## src/rtl/bp_fe_gshare_predictor.sv

```systemverilog
// Gshare direction predictor: PC^GHR indexed saturating counters, speculative GHR with restore,
// hardware init walk after reset. Optional macro BP_FE_GSHARE_BYPASS_EN forwards same-cycle updates.
module bp_fe_gshare_predictor #(
    parameter int eaddr_width_p    = 64,
    parameter int bht_indx_width_p = 9,
    parameter int ghist_width_p    = 8,
    parameter int ctr_width_p      = 2,
    parameter int pc_lsb_p         = 2
) (
    input  logic                        clk_i,
    input  logic                        reset_n_i,
    input  logic                        r_v_i,
    input  logic [eaddr_width_p-1:0]    pc_r_i,
    input  logic                        spec_v_i,
    output logic                        pred_v_o,
    output logic                        predict_o,
    output logic [bht_indx_width_p-1:0] pred_idx_o,
    output logic [ghist_width_p-1:0]    pred_ghist_o,
    input  logic                        w_v_i,
    input  logic [bht_indx_width_p-1:0] w_idx_i,
    input  logic                        w_taken_i,
    input  logic                        w_mispredict_i,
    input  logic [ghist_width_p-1:0]    w_ghist_i,
    output logic                        busy_o
);

    localparam int lp_entries = 1 << bht_indx_width_p;

    typedef logic [ctr_width_p-1:0] ctr_t;
    typedef logic [bht_indx_width_p-1:0] idx_t;

    localparam ctr_t lp_ctr_init = ctr_t'((1 << (ctr_width_p - 1)) - 1);
    localparam ctr_t lp_ctr_max  = '1;

    typedef enum logic [1:0] {
        e_reset,
        e_init,
        e_ready
    } state_e;

    function automatic ctr_t sat_update(input ctr_t c, input logic taken);
        if (taken) begin
            return (c == lp_ctr_max) ? c : c + ctr_t'(1);
        end
        return (c == '0) ? c : c - ctr_t'(1);
    endfunction

    state_e                   r_state;
    idx_t                     r_cnt;
    logic [ghist_width_p-1:0] r_ghr;
    ctr_t                     r_tbl [lp_entries];

    logic                     r_pred_v;
    logic                     r_predict;
    idx_t                     r_pred_idx;
    logic [ghist_width_p-1:0] r_pred_ghist;

    idx_t                     w_ghr_ext;
    idx_t                     w_idx;
    ctr_t                     w_rd_ctr;
    ctr_t                     w_upd_ctr;
    logic                     w_upd_en;
    logic                     w_lookup_en;
    logic                     w_lookup_bit;
    logic [ghist_width_p-1:0] w_ghr_restore;
    logic [ghist_width_p-1:0] w_ghr_spec;
    logic                     w_unused;

    // PC bits outside the index window and the oldest snapshot bit are intentionally dropped
    assign w_unused = ^{pc_r_i, w_ghist_i};

    always_comb begin
        w_ghr_ext = '0;
        w_ghr_ext[ghist_width_p-1:0] = r_ghr;
    end

    assign w_idx       = pc_r_i[pc_lsb_p +: bht_indx_width_p] ^ w_ghr_ext;
    assign w_rd_ctr    = r_tbl[w_idx];
    assign w_upd_ctr   = sat_update(r_tbl[w_idx_i], w_taken_i);
    assign w_upd_en    = reset_n_i && w_v_i && (r_state == e_ready);
    assign w_lookup_en = r_v_i && (r_state == e_ready);
    assign busy_o      = (r_state != e_ready);

`ifdef BP_FE_GSHARE_BYPASS_EN
    assign w_lookup_bit = (w_upd_en && (w_idx_i == w_idx)) ? w_upd_ctr[ctr_width_p-1]
                                                           : w_rd_ctr[ctr_width_p-1];
`else
    assign w_lookup_bit = w_rd_ctr[ctr_width_p-1];
`endif

    generate
        if (ghist_width_p == 1) begin : g_ghr_one
            assign w_ghr_restore = w_taken_i;
            assign w_ghr_spec    = r_predict;
        end else begin : g_ghr_multi
            assign w_ghr_restore = {w_ghist_i[ghist_width_p-2:0], w_taken_i};
            assign w_ghr_spec    = {r_ghr[ghist_width_p-2:0], r_predict};
        end
    endgenerate

    always_ff @(posedge clk_i) begin
        if (!reset_n_i) begin
            r_state <= e_reset;
            r_cnt   <= '0;
        end else begin
            case (r_state)
                e_reset: r_state <= e_init;
                e_init: begin
                    r_cnt <= r_cnt + idx_t'(1);
                    if (r_cnt == '1) begin
                        r_state <= e_ready;
                    end
                end
                e_ready: r_state <= e_ready;
                default: r_state <= e_reset;
            endcase
        end
    end

    // Counter storage is left unreset; the init walk establishes its contents
    always_ff @(posedge clk_i) begin
        if (reset_n_i && (r_state == e_init)) begin
            r_tbl[r_cnt] <= lp_ctr_init;
        end else if (w_upd_en) begin
            r_tbl[w_idx_i] <= w_upd_ctr;
        end
    end

    // Restore beats speculation and keeps working during the init walk
    always_ff @(posedge clk_i) begin
        if (!reset_n_i) begin
            r_ghr <= '0;
        end else if (w_v_i && w_mispredict_i) begin
            r_ghr <= w_ghr_restore;
        end else if (spec_v_i) begin
            r_ghr <= w_ghr_spec;
        end
    end

    always_ff @(posedge clk_i) begin
        if (!reset_n_i) begin
            r_pred_v     <= 1'b0;
            r_predict    <= 1'b0;
            r_pred_idx   <= '0;
            r_pred_ghist <= '0;
        end else begin
            r_pred_v <= w_lookup_en;
            if (w_lookup_en) begin
                r_predict    <= w_lookup_bit;
                r_pred_idx   <= w_idx;
                r_pred_ghist <= r_ghr;
            end
        end
    end

    assign pred_v_o     = r_pred_v;
    assign predict_o    = r_predict;
    assign pred_idx_o   = r_pred_idx;
    assign pred_ghist_o = r_pred_ghist;

endmodule

```

## config.mk

```make
export PLATFORM = sky130hd
export DESIGN_NAME = bp_fe_gshare_predictor
export DESIGN_NICKNAME = d
export VERILOG_FILES = /design/src/rtl/bp_fe_gshare_predictor.sv
export SDC_FILE = /design/constraint.sdc
export NUM_CORES = 2
export LEC_CHECK = 0
export ABC_CLOCK_PERIOD_IN_PS = 33400
export CAP_MARGIN = 0
export CORE_MARGIN = 2
export CORE_UTILIZATION = 55
export DETAILED_ROUTE_END_ITERATION = 12
export PLACE_DENSITY = 0.72
export SETUP_SLACK_MARGIN = 0.3
export SYNTH_ARGS = -nofsm -noshare
export SYNTH_HDL_FRONTEND = slang
export SYNTH_SLANG_ARGS = --single-unit
```

## constraint.sdc

```tcl
create_clock -name clk_i -period 33.4 [get_ports clk_i]
set_input_delay 6.68 -clock clk_i [delete_from_list [all_inputs] [get_ports clk_i]]
set_output_delay 6.68 -clock clk_i [all_outputs]
set_load 0.01 [all_outputs]
```

==> reports/results.txt <==
Max Clock Skew -> 46.2 ps
max frequency -> 68.0 MHz
Final Non-Filler Cells -> 4329
Tcrit/Tclk final -> 44.0%
Post-synth EDFFs -> 1024
flops & latches, synth -> 1062
worst slew pin tran -> 1560 ps
routed wire length -> 139000 um
CTS HTree Levels -> 3
Post-Synth Simple-Gate Area -> 7.95%
total track usage -> 30.4%
Chip Width -> 302 um
Crit Path Max Fanout -> 133
mux contribution to synthesized area -> 18.9%
post-synthesis adder-cell area fraction -> 0.151%
RSZ-0062 raised after global routing -> no
Avg Synthesized Cell Area -> 15.9 sq um
crit end category -> flop
core area -> 0.0882 sq mm
TNS Setup -> 0 ps
vias per inst -> 7.00
clk_lat worst skew -> 690 ps
Setup violations, final -> 0
Post-Syn Area -> 0.0490 sq mm
vias in the first global route -> 30.3k
dominant cell type by area after synthesis -> edfxtp_1
Hold WS -> 471 ps
max-cap violations -> 0
DRT Pass-1 Iters -> 6
hold buffers post-CTS -> 0
site row count -> 109
initial antenna violation count -> 5
pin count of the biggest net entering global routing -> 321
Yosys Warn Count -> 0
CTS tree -> done
total setup buffers inserted after CTS -> 0
die area -> 0.0914 sq mm
CTS Buf Count -> 105
failing checks -> slew limit
Startpoint Class -> input pin
Synth Area in XOR/XNOR -> 0.373%
prevailing post-synth register cell -> edfxtp_1
initial drt markers -> 4796
PwrDens -> 54.8 mW/mm^2
port bufs -> 51
DRC viols -> 0
Cells after Synth -> 3079
area growth from synthesis to layout -> 9.19%
Routed Antenna Nets -> 0
first-pass GRT wire length -> 200000 um
fin. max-slew vios -> 86
DP HPWL -> 80900 um
Tmin final -> 14700 ps
Resized cells post-CTS -> 0
most frequent cell after synthesis -> edfxtp_1
gpl congestion -> 0.870
Clk pin slew, worst setup/hold paths -> 60 ps
Clock Root Buffer -> clkbuf_16
Synth top area share -> 62.8%
vias -> 30.3k
placed cell count -> 4128
critical path class -> input pin to flop
syn nets -> 3172
Avg WL per Cell -> 32.0 um
worst hold path class -> flop to flop
Synth async-reset ratio -> 0%
CTS max path bufs -> 3
CP arrival -> 15060 ps
IO Pins -> 108
Hold Vio Cnt, Final -> 0
CTS sink cnt -> 1062
global route overflow -> 0
Yosys cell types -> 83
Leak -> 0.0181 uW
fraction of layout cells with a size suffix above 1 -> 17.8%
Final nets -> 3163
register area share after synthesis -> 64.4%
Synth Area in Compound Gates -> 4.66%
required time of the critical path -> 33760 ps
fillers -> 6240
Slew HR -> -3.87%
largest family of logic cells by synthesized area -> multiplexers
Initial Util -> 55.5%
Worst VDD drop -> 0.0000533 V
run status -> finished with violations
Die Ht -> 302 um
Area contributors post-synth -> edfxtp_1, mux4_2, nor2_1, mux2i_1, mux4_1
commonest cells in the netlist -> edfxtp_1, nor2_1, mux4_2, nand2_1, mux2i_1
## cells by family after synthesis
group                      count (synthesis)
buffers and inverters                    249
muxes                                    503
DFF                                     1062
and+or+nand+nor                          929
AOI/OAI and AO/OA                        310
xor gates and xnor gates                  20
adders and majority gates                  6
## critical path: stages
cell	delay (ps)
buf_8	480
buf_12	700
buf_4	770
mux2i_1	170
o221ai_1	330
a21oi_1	120
a211oi_1	240
nand2_1	230
nor4_1	840
nor4bb_2	150
nand2b_1	220
a31oi_4	200
buf_4	920
buf_4	880
buf_4	890
buf_4	850
## layout make-up
type | instances | area (sq um) | area share (%)
repair buffers | 122 | 1100 | 2.05
diodes | 4 | 10.0 | 0.0187
inverters | 11 | 41.3 | 0.0772
clock inverters | 73 | 664 | 1.24
clock buffers | 124 | 2800 | 5.24
flip-flops and latches | 1062 | 31500 | 58.9
multi-input cells | 1768 | 15900 | 29.7
well taps | 1165 | 1460 | 2.73
## through the flow
step	worst slack (ps)	utilization, %	instance area, sq um	total power (uW)
6_report	18700	60.6	53500	2930
5_1_grt	18000	60.6	53400	3000
4_1_cts	18740	60.6	53400	2930
3_5_place_dp	18050	56.6	50000	1760
3_3_place_gp	18420	56.6	50000	1760
2_1_floorplan	7210	-	49000	1680
## flip-flops by register name, indices dropped and copies added, names as in the netlist
| signal | count |
|---|---|
| predict_o | 1 |
| r_cnt | 9 |
| pred_ghist_o | 8 |
| pred_idx_o | 9 |
| r_ghr | 8 |
| r_tbl | 1024 |
| pred_v_o | 1 |
| r_state | 2 |
## worst paths after layout
path / start / to / slack (ps) / depth (start not counted)
worst max-delay path: w_idx_i[0] / r_tbl[211][0]$_DFFE_PP_ / 18700 / 16
worst min-delay path: pred_ghist_o[6]$_SDFFE_PN0P_ / pred_ghist_o[6]$_SDFFE_PN0P_ / 470 / 2
worst max register to register: r_tbl[51][0]$_DFFE_PP_ / r_tbl[211][0]$_DFFE_PP_ / 26160 / 12
worst min register to register: pred_ghist_o[6]$_SDFFE_PN0P_ / pred_ghist_o[6]$_SDFFE_PN0P_ / 470 / 2
## layout by cell type (no fill, tap or decap), types with 16 or more instances in the layout
cell and count:
a21oi_1 47, a22oi_1 31, a31oi_1 16, buf_4 68, clkbuf_16 107, clkdlybuf4s50_1 47, clkinv_1 23, clkinv_2 29
dfxtp_1 38, edfxtp_1 1024, mux2i_1 176, mux4_1 51, mux4_2 268, nand2_1 186, nand3_1 23, nand4_1 19
nor2_1 567, nor3_1 30, o211a_1 16, o21ai_0 19, o221ai_1 31, o22ai_1 39
## layer usage
metal / routed length [um] / up-vias / track usage (%)
met3: 17500 / 448 / 7.22
met2: 65200 / 2214 / 48.2
li1: - / 12191 / -
met5: 23 / - / 0
met4: 7310 / 4 / 14.7
met1: 48500 / 15439 / 40.0
## report_power, final
part	leakage, uW	internal (uW)	switching, uW	total [uW]
Clock	0.00171	677	513	1190
Combinational	0.00568	97.7	181	279
Sequential	0.0107	1460	5.58	1460
No activity file was read; power rests on OpenSTA's default activity.
